--- config.mk ---
export PLATFORM = sky130hd
export DESIGN_NAME = wb_queue
export DESIGN_NICKNAME = d
export VERILOG_FILES = /design/src/rtl/io881_pkg.sv /design/src/rtl/wb_queue_fifo.sv /design/src/rtl/wb_queue.sv
export SDC_FILE = /design/constraint.sdc
export NUM_CORES = 1
export LEC_CHECK = 0
export CAP_MARGIN = 20
export CORE_MARGIN = 8
export CORE_UTILIZATION = 50
export DETAILED_ROUTE_END_ITERATION = 16
export GPL_TIMING_DRIVEN = 0
export PLACE_DENSITY = 0.77
export SLEW_MARGIN = 5
export SYNTH_ARGS = -nofsm -noshare
export SYNTH_HDL_FRONTEND = slang
export SYNTH_SLANG_ARGS = --single-unit
--- constraint.sdc ---
create_clock -name clk -period 4.6 [get_ports clk]
set_input_delay 0.69 -clock clk [delete_from_list [all_inputs] [get_ports clk]]
set_output_delay 0.69 -clock clk [all_outputs]
set_load 0.1 [all_outputs]
--- src/rtl/io881_pkg.sv ---
// Shared types and widths for the writeback queue slice.
// Holds the register index / data widths, the default register-file size
// and the {dest, data} entry record carried through the writeback FIFO.
package io881_pkg;

  localparam int REG_IDX_W = 3;
  localparam int DATA_W    = 8;
  localparam int NREGS     = 8;

  // One pending register-file write: destination register and its value.
  typedef struct packed {
    logic [REG_IDX_W-1:0] dest;
    logic [DATA_W-1:0]    data;
  } wb_entry_t;

endpackage

--- src/rtl/wb_queue_fifo.sv ---
// wb_fifo: circular FIFO of writeback entries with head/tail pointers and
// an occupancy count one bit wider than the pointers. The whole storage
// array and the head pointer are exported so the parent can scan the
// queued entries (pending mask, forwarding) in age order.
// Push is ignored when full; pop is ignored when empty.
module wb_fifo
  import io881_pkg::*;
#(
  parameter int DEPTH = 4
) (
  input  logic                         clk,
  input  logic                         rst_n,
  input  logic                         i_push,
  input  wb_entry_t                    i_entry,
  input  logic                         i_pop,
  output wb_entry_t [DEPTH-1:0]        o_mem,
  output logic [$clog2(DEPTH)-1:0]     o_head_ptr,
  output logic [$clog2(DEPTH):0]       o_count,
  output logic                         o_empty,
  output logic                         o_full
);

  localparam int PTR_W = $clog2(DEPTH);
  localparam int CNT_W = PTR_W + 1;

  wb_entry_t [DEPTH-1:0] r_mem;
  logic [PTR_W-1:0]      r_head;
  logic [PTR_W-1:0]      r_tail;
  logic [CNT_W-1:0]      r_count;

  logic w_empty;
  logic w_full;
  logic w_push;
  logic w_pop;

  assign w_empty = (r_count == '0);
  assign w_full  = (r_count == CNT_W'(DEPTH));
  assign w_push  = i_push && !w_full;
  assign w_pop   = i_pop && !w_empty;

  // Entry storage: write the incoming entry at the tail slot.
  always_ff @(posedge clk or negedge rst_n) begin
    if (!rst_n) begin
      r_mem <= '0;
    end else if (w_push) begin
      r_mem[r_tail] <= i_entry;
    end
  end

  // Head/tail pointers wrap naturally modulo DEPTH (power of two).
  always_ff @(posedge clk or negedge rst_n) begin
    if (!rst_n) begin
      r_head <= '0;
      r_tail <= '0;
    end else begin
      if (w_push) r_tail <= r_tail + PTR_W'(1);
      if (w_pop)  r_head <= r_head + PTR_W'(1);
    end
  end

  // Occupancy: simultaneous push and pop leave the count unchanged.
  always_ff @(posedge clk or negedge rst_n) begin
    if (!rst_n) begin
      r_count <= '0;
    end else begin
      case ({w_push, w_pop})
        2'b10:   r_count <= r_count + CNT_W'(1);
        2'b01:   r_count <= r_count - CNT_W'(1);
        default: r_count <= r_count;
      endcase
    end
  end

  assign o_mem      = r_mem;
  assign o_head_ptr = r_head;
  assign o_count    = r_count;
  assign o_empty    = w_empty;
  assign o_full     = w_full;

endmodule

--- src/rtl/wb_queue.sv ---
// wb_queue: writeback queue merging load and ALU results into one
// register-file write port. Loads have fixed priority; at most one entry
// is accepted per cycle. The head entry is written (wea) in every cycle
// the queue is non-empty, and popped in that same cycle.
// Handshake: a result is transferred at a posedge where valid && ready;
// ready never depends on the DUT's own valid, only on fullness (and, for
// the ALU port, on a competing load being offered).
// Optional feature: define WB_QUEUE_FWD_EN to enable forwarding of the
// youngest queued value for fwd_sel; otherwise fwd_hit/fwd_data are 0.
module wb_queue #(
  parameter int DEPTH = 4,
  parameter int NREGS = io881_pkg::NREGS
) (
  input  logic                           clk,
  input  logic                           rst_n,
  input  logic                           ld_valid,
  output logic                           ld_ready,
  input  logic [io881_pkg::REG_IDX_W-1:0] ld_dest,
  input  logic [io881_pkg::DATA_W-1:0]    ld_data,
  input  logic                           alu_valid,
  output logic                           alu_ready,
  input  logic [io881_pkg::REG_IDX_W-1:0] alu_dest,
  input  logic [io881_pkg::DATA_W-1:0]    alu_data,
  output logic                           wea,
  output logic [io881_pkg::REG_IDX_W-1:0] wa,
  output logic [io881_pkg::DATA_W-1:0]    d8,
  output logic [NREGS-1:0]               pending,
  input  logic [io881_pkg::REG_IDX_W-1:0] fwd_sel,
  output logic                           fwd_hit,
  output logic [io881_pkg::DATA_W-1:0]    fwd_data
);

  import io881_pkg::*;

  localparam int PTR_W = $clog2(DEPTH);
  localparam int CNT_W = PTR_W + 1;

  wb_entry_t [DEPTH-1:0] w_mem;
  logic [PTR_W-1:0]      w_head_ptr;
  logic [CNT_W-1:0]      w_count;
  logic                  w_empty;
  logic                  w_full;
  logic                  w_push;
  wb_entry_t             w_entry;
  logic [NREGS-1:0]      w_pending;
  logic [PTR_W-1:0]      w_pend_slot;

  // Arbitration: load wins; ALU is held off whenever a load is offered.
  assign ld_ready  = !w_full;
  assign alu_ready = !w_full && !ld_valid;
  assign w_push    = (ld_valid && ld_ready) || (alu_valid && alu_ready);
  assign w_entry   = ld_valid ? '{dest: ld_dest, data: ld_data}
                              : '{dest: alu_dest, data: alu_data};

  wb_fifo #(.DEPTH(DEPTH)) u_fifo (
    .clk        (clk),
    .rst_n      (rst_n),
    .i_push     (w_push),
    .i_entry    (w_entry),
    .i_pop      (!w_empty),
    .o_mem      (w_mem),
    .o_head_ptr (w_head_ptr),
    .o_count    (w_count),
    .o_empty    (w_empty),
    .o_full     (w_full)
  );

  // Register-file port driven straight from the head; zeroed when idle.
  assign wea = !w_empty;
  assign wa  = w_empty ? '0 : w_mem[w_head_ptr].dest;
  assign d8  = w_empty ? '0 : w_mem[w_head_ptr].data;

  // Pending mask: OR of the destinations of every occupied slot.
  always_comb begin
    w_pending   = '0;
    w_pend_slot = '0;
    for (int i = 0; i < DEPTH; i++) begin
      w_pend_slot = w_head_ptr + PTR_W'(i);
      if (CNT_W'(i) < w_count) w_pending[w_mem[w_pend_slot].dest] = 1'b1;
    end
  end

  assign pending = w_pending;

`ifdef WB_QUEUE_FWD_EN
  logic             w_fwd_hit;
  logic [DATA_W-1:0] w_fwd_data;
  logic [PTR_W-1:0] w_fwd_slot;

  // Forwarding: scan oldest to youngest so the youngest match wins.
  always_comb begin
    w_fwd_hit  = 1'b0;
    w_fwd_data = '0;
    w_fwd_slot = '0;
    for (int i = 0; i < DEPTH; i++) begin
      w_fwd_slot = w_head_ptr + PTR_W'(i);
      if ((CNT_W'(i) < w_count) && (w_mem[w_fwd_slot].dest == fwd_sel)) begin
        w_fwd_hit  = 1'b1;
        w_fwd_data = w_mem[w_fwd_slot].data;
      end
    end
  end

  assign fwd_hit  = w_fwd_hit;
  assign fwd_data = w_fwd_data;
`else
  logic w_unused_fwd_sel;
  assign w_unused_fwd_sel = ^fwd_sel;
  assign fwd_hit  = 1'b0;
  assign fwd_data = '0;
`endif

endmodule

==> flow_summary_export.csv <==
group,metric,value,unit
status,status,"finished clean",
setup_path,regToRegSetupSlack,2430,ps
timing,rsz0062_at_grt,"no",
synthesis,synth.largest_area_cell,"dfrtp_1",
setup_path,critPathRequiredTime,3910,ps
cts,cts_tree,"built",
timing,fin_tns_setup,0,ps
timing,finalSetupViolations,0,
synthesis,synth_top_family_by_area,"multiplexers",
cts,cts_made_buffers,5,
synthesis,synth.ff_latch_count,51,
synthesis,synthMuxAreaShare,20.5,%
routing,vias_per_cell,5.82,
synthesis,synth_cells,302,
routing,route.vias.total,2555,
die,row_count,28,
die,start_util,52.1,%
synthesis,yosysSeqAreaShare,40.9,%
setup_path,crit_arrival,3260,ps
cts,cts_sinks,51,
routing,ant_nets,0,
synthesis,ys_top_cells_by_area,"dfrtp_1 41%, a21oi_1 7.7%, mux4_1 7.6%",
min_path,hold_class,"in -> async",
timing,slew_headroom,34.0,%
timing,finalCriticalPeriod,3950,ps
flow_run,cap_violations,0,
die,pin_count,60,
timing,clock_skew,5.45,ps
setup_path,end_kind,"output pin",
routing,drc,0,
timing,drv_slew,0,
place,gp_congestion,0.775,
timing,tightest_slew,987,ps
cts,clkTransAtPathRegs,90,ps
global_route,antenna_found_initial,0,
synthesis,yosysWarnings,0,
place,place.port_buffers,46,
place,pre_cts_ws,1080,ps
synthesis,synth_compound_area_share,14.0,%
cells_and_area,final_nets,401,
synthesis,synth-xor-area-share,1.12,%
routing,wl_per_cell,17.5,µm
die,dieWidth,95,µm
global_route,grt_util_all_layers,18.0,%
cts,cts_resized,0,
routing,first_pass_iters,4,
place,dp.final_hpwl,5.62,mm
cells_and_area,n_antenna_cell,0,
die,dieArea,0.00903,mm²
synthesis,synthSimpleGateAreaFrac,13.6,%
setup_path,crit_type,"reg -> out",
cells_and_area,fin_util,63.8,%
synthesis,synthDistinctLibCells,39,
routing,routed_wirelength,7.67,mm
timing,max_freq,0.253,GHz
synthesis,synth_fa_ha_area_share,3.21,%
cells_and_area,mostFrequentLayoutCells,"51 x dfrtp_1, 50 x nor2_1, 48 x a21oi_1, 45 x clkdlybuf4s50_1, 19 x mux2i_1",
cts,cts_buffer_depth,2,
cts,cts_hold_buf,0,
synthesis,syn_area,0.00312,mm²
setup_path,cp-start-kind,"flop",
timing,setup_ws,652,ps
synthesis,synth.top_cell.area_share,40.9,%
die,die_y,95,µm
cts,cts_max_level,2,
cells_and_area,layout-drive-gt1-share,12.1,%
die,core_area,0.00599,mm²
cts,cts_setup_buffers,0,
cts,clk_latency,300,ps
global_route,grt_remaining_overflow,0,
global_route,grt_max_degree,31,
setup_path,worstPathMaxFanout,10,
cells_and_area,area_growth,22.5,%
global_route,grt_pass1_wl,12.7,mm
global_route,grt_pass1_vias,2562,
synthesis,syn_avg_cell_area,10.3,µm²
timing,hold_viol_final,0,
timing,finalCritPeriodShare,85.8,%
routing,initialDrtViolationCount,132,
cts,cts_root_buffer,"clkbuf_8",
cells_and_area,mostFrequentLayoutCell,"dfrtp_1",
## cells in the mapped netlist, drive strengths merged
cell type,number
a221oi,1
a311oi,1
mux2,3
mux4,17
nor3,1
ha,8
and2,1
o21bai,1
nand3,1
mux2i,19
or2,4
a21bo,1
a21oi,48
nand2b,6
dfrtp,51
buf,23
nor2b,9
clkbuf,5
a31oi,3
inv,8
xnor2,4
nand2,11
o21ai,3
o221ai,8
conb,1
or2b,1
a32oi,2
nor2,50
nor3b,1
nor4b,2
o32a,4
and3,4
## logic make-up after synthesis
| family | Yosys count |
|---|---|
| other | 1 |
| XOR/XNOR | 4 |
| buffers and inverters | 36 |
| multiplexers | 39 |
| AND/OR/NAND/NOR | 91 |
| flip-flops | 51 |
| adder cells (fa/ha/maj) | 8 |
| AO/OA/AOI/OAI | 72 |
## worst paths after layout
path	startpoint	end	depth (start not counted)
max in group asynchronous	rst_n	u_fifo.o_mem[19]	2
setup / recovery	u_fifo.o_count[0]	d8[1]	6
hold reg to reg	u_fifo.o_mem[0]	u_fifo.o_mem[0]	2
min in group clk	u_fifo.o_mem[0]	u_fifo.o_mem[0]	2
hold / removal	rst_n	u_fifo.o_mem[16]	1
setup reg to reg	u_fifo.o_count[0]	u_fifo.o_mem[21]	6
## per-stage QoR
| stage | area (µm²) | instances | hold WS (ps) |
|---|---|---|---|
| floorplan | 3150 | 310 | 394 |
| global placement | 3700 | 431 | 499 |
| detailed placement | 3720 | 432 | 514 |
| CTS | 3820 | 439 | 360 |
| global route | 3820 | 439 | 379 |
| finish | 3820 | 439 | 346 |
## worst max-delay path, cell delays in order, from the launching register on
cell and delay [ps]:
dfrtp_1 450, inv_1 140, ha_1 320, nor2b_1 310
clkbuf_1 560, nor2b_1 160, clkdlybuf4s50_1 1010
## flip-flops by register name (all words and copies together), names as in the netlist
name	cells
u_fifo.o_mem	44
u_fifo.o_count	3
u_fifo.o_head_ptr	2
u_fifo.r_tail	2
## area by class of cell
cell class | count | area, µm²
buffer | 28 | 174
clock buffer | 6 | 72.6
clock inverter | 1 | 30.0
fill | 482 | 2170
inverter | 8 | 30.0
multi-input combinational | 223 | 1670
sequential | 51 | 1280
tap | 75 | 93.8
timing repair buffer | 47 | 475
## metal layers
layer  global-route usage (%)  up-vias  wire length, µm
met1                     22.6     1257             3180
met2                     30.4       89             3870
met5                        0        -                0
li1                         -     1196                -
met3                     3.97       13              509
met4                     5.20        0              114
Power is left out: the tool's default activity adds up to more than one toggle a clock period on the data nets, which glitch-free logic cannot reach.
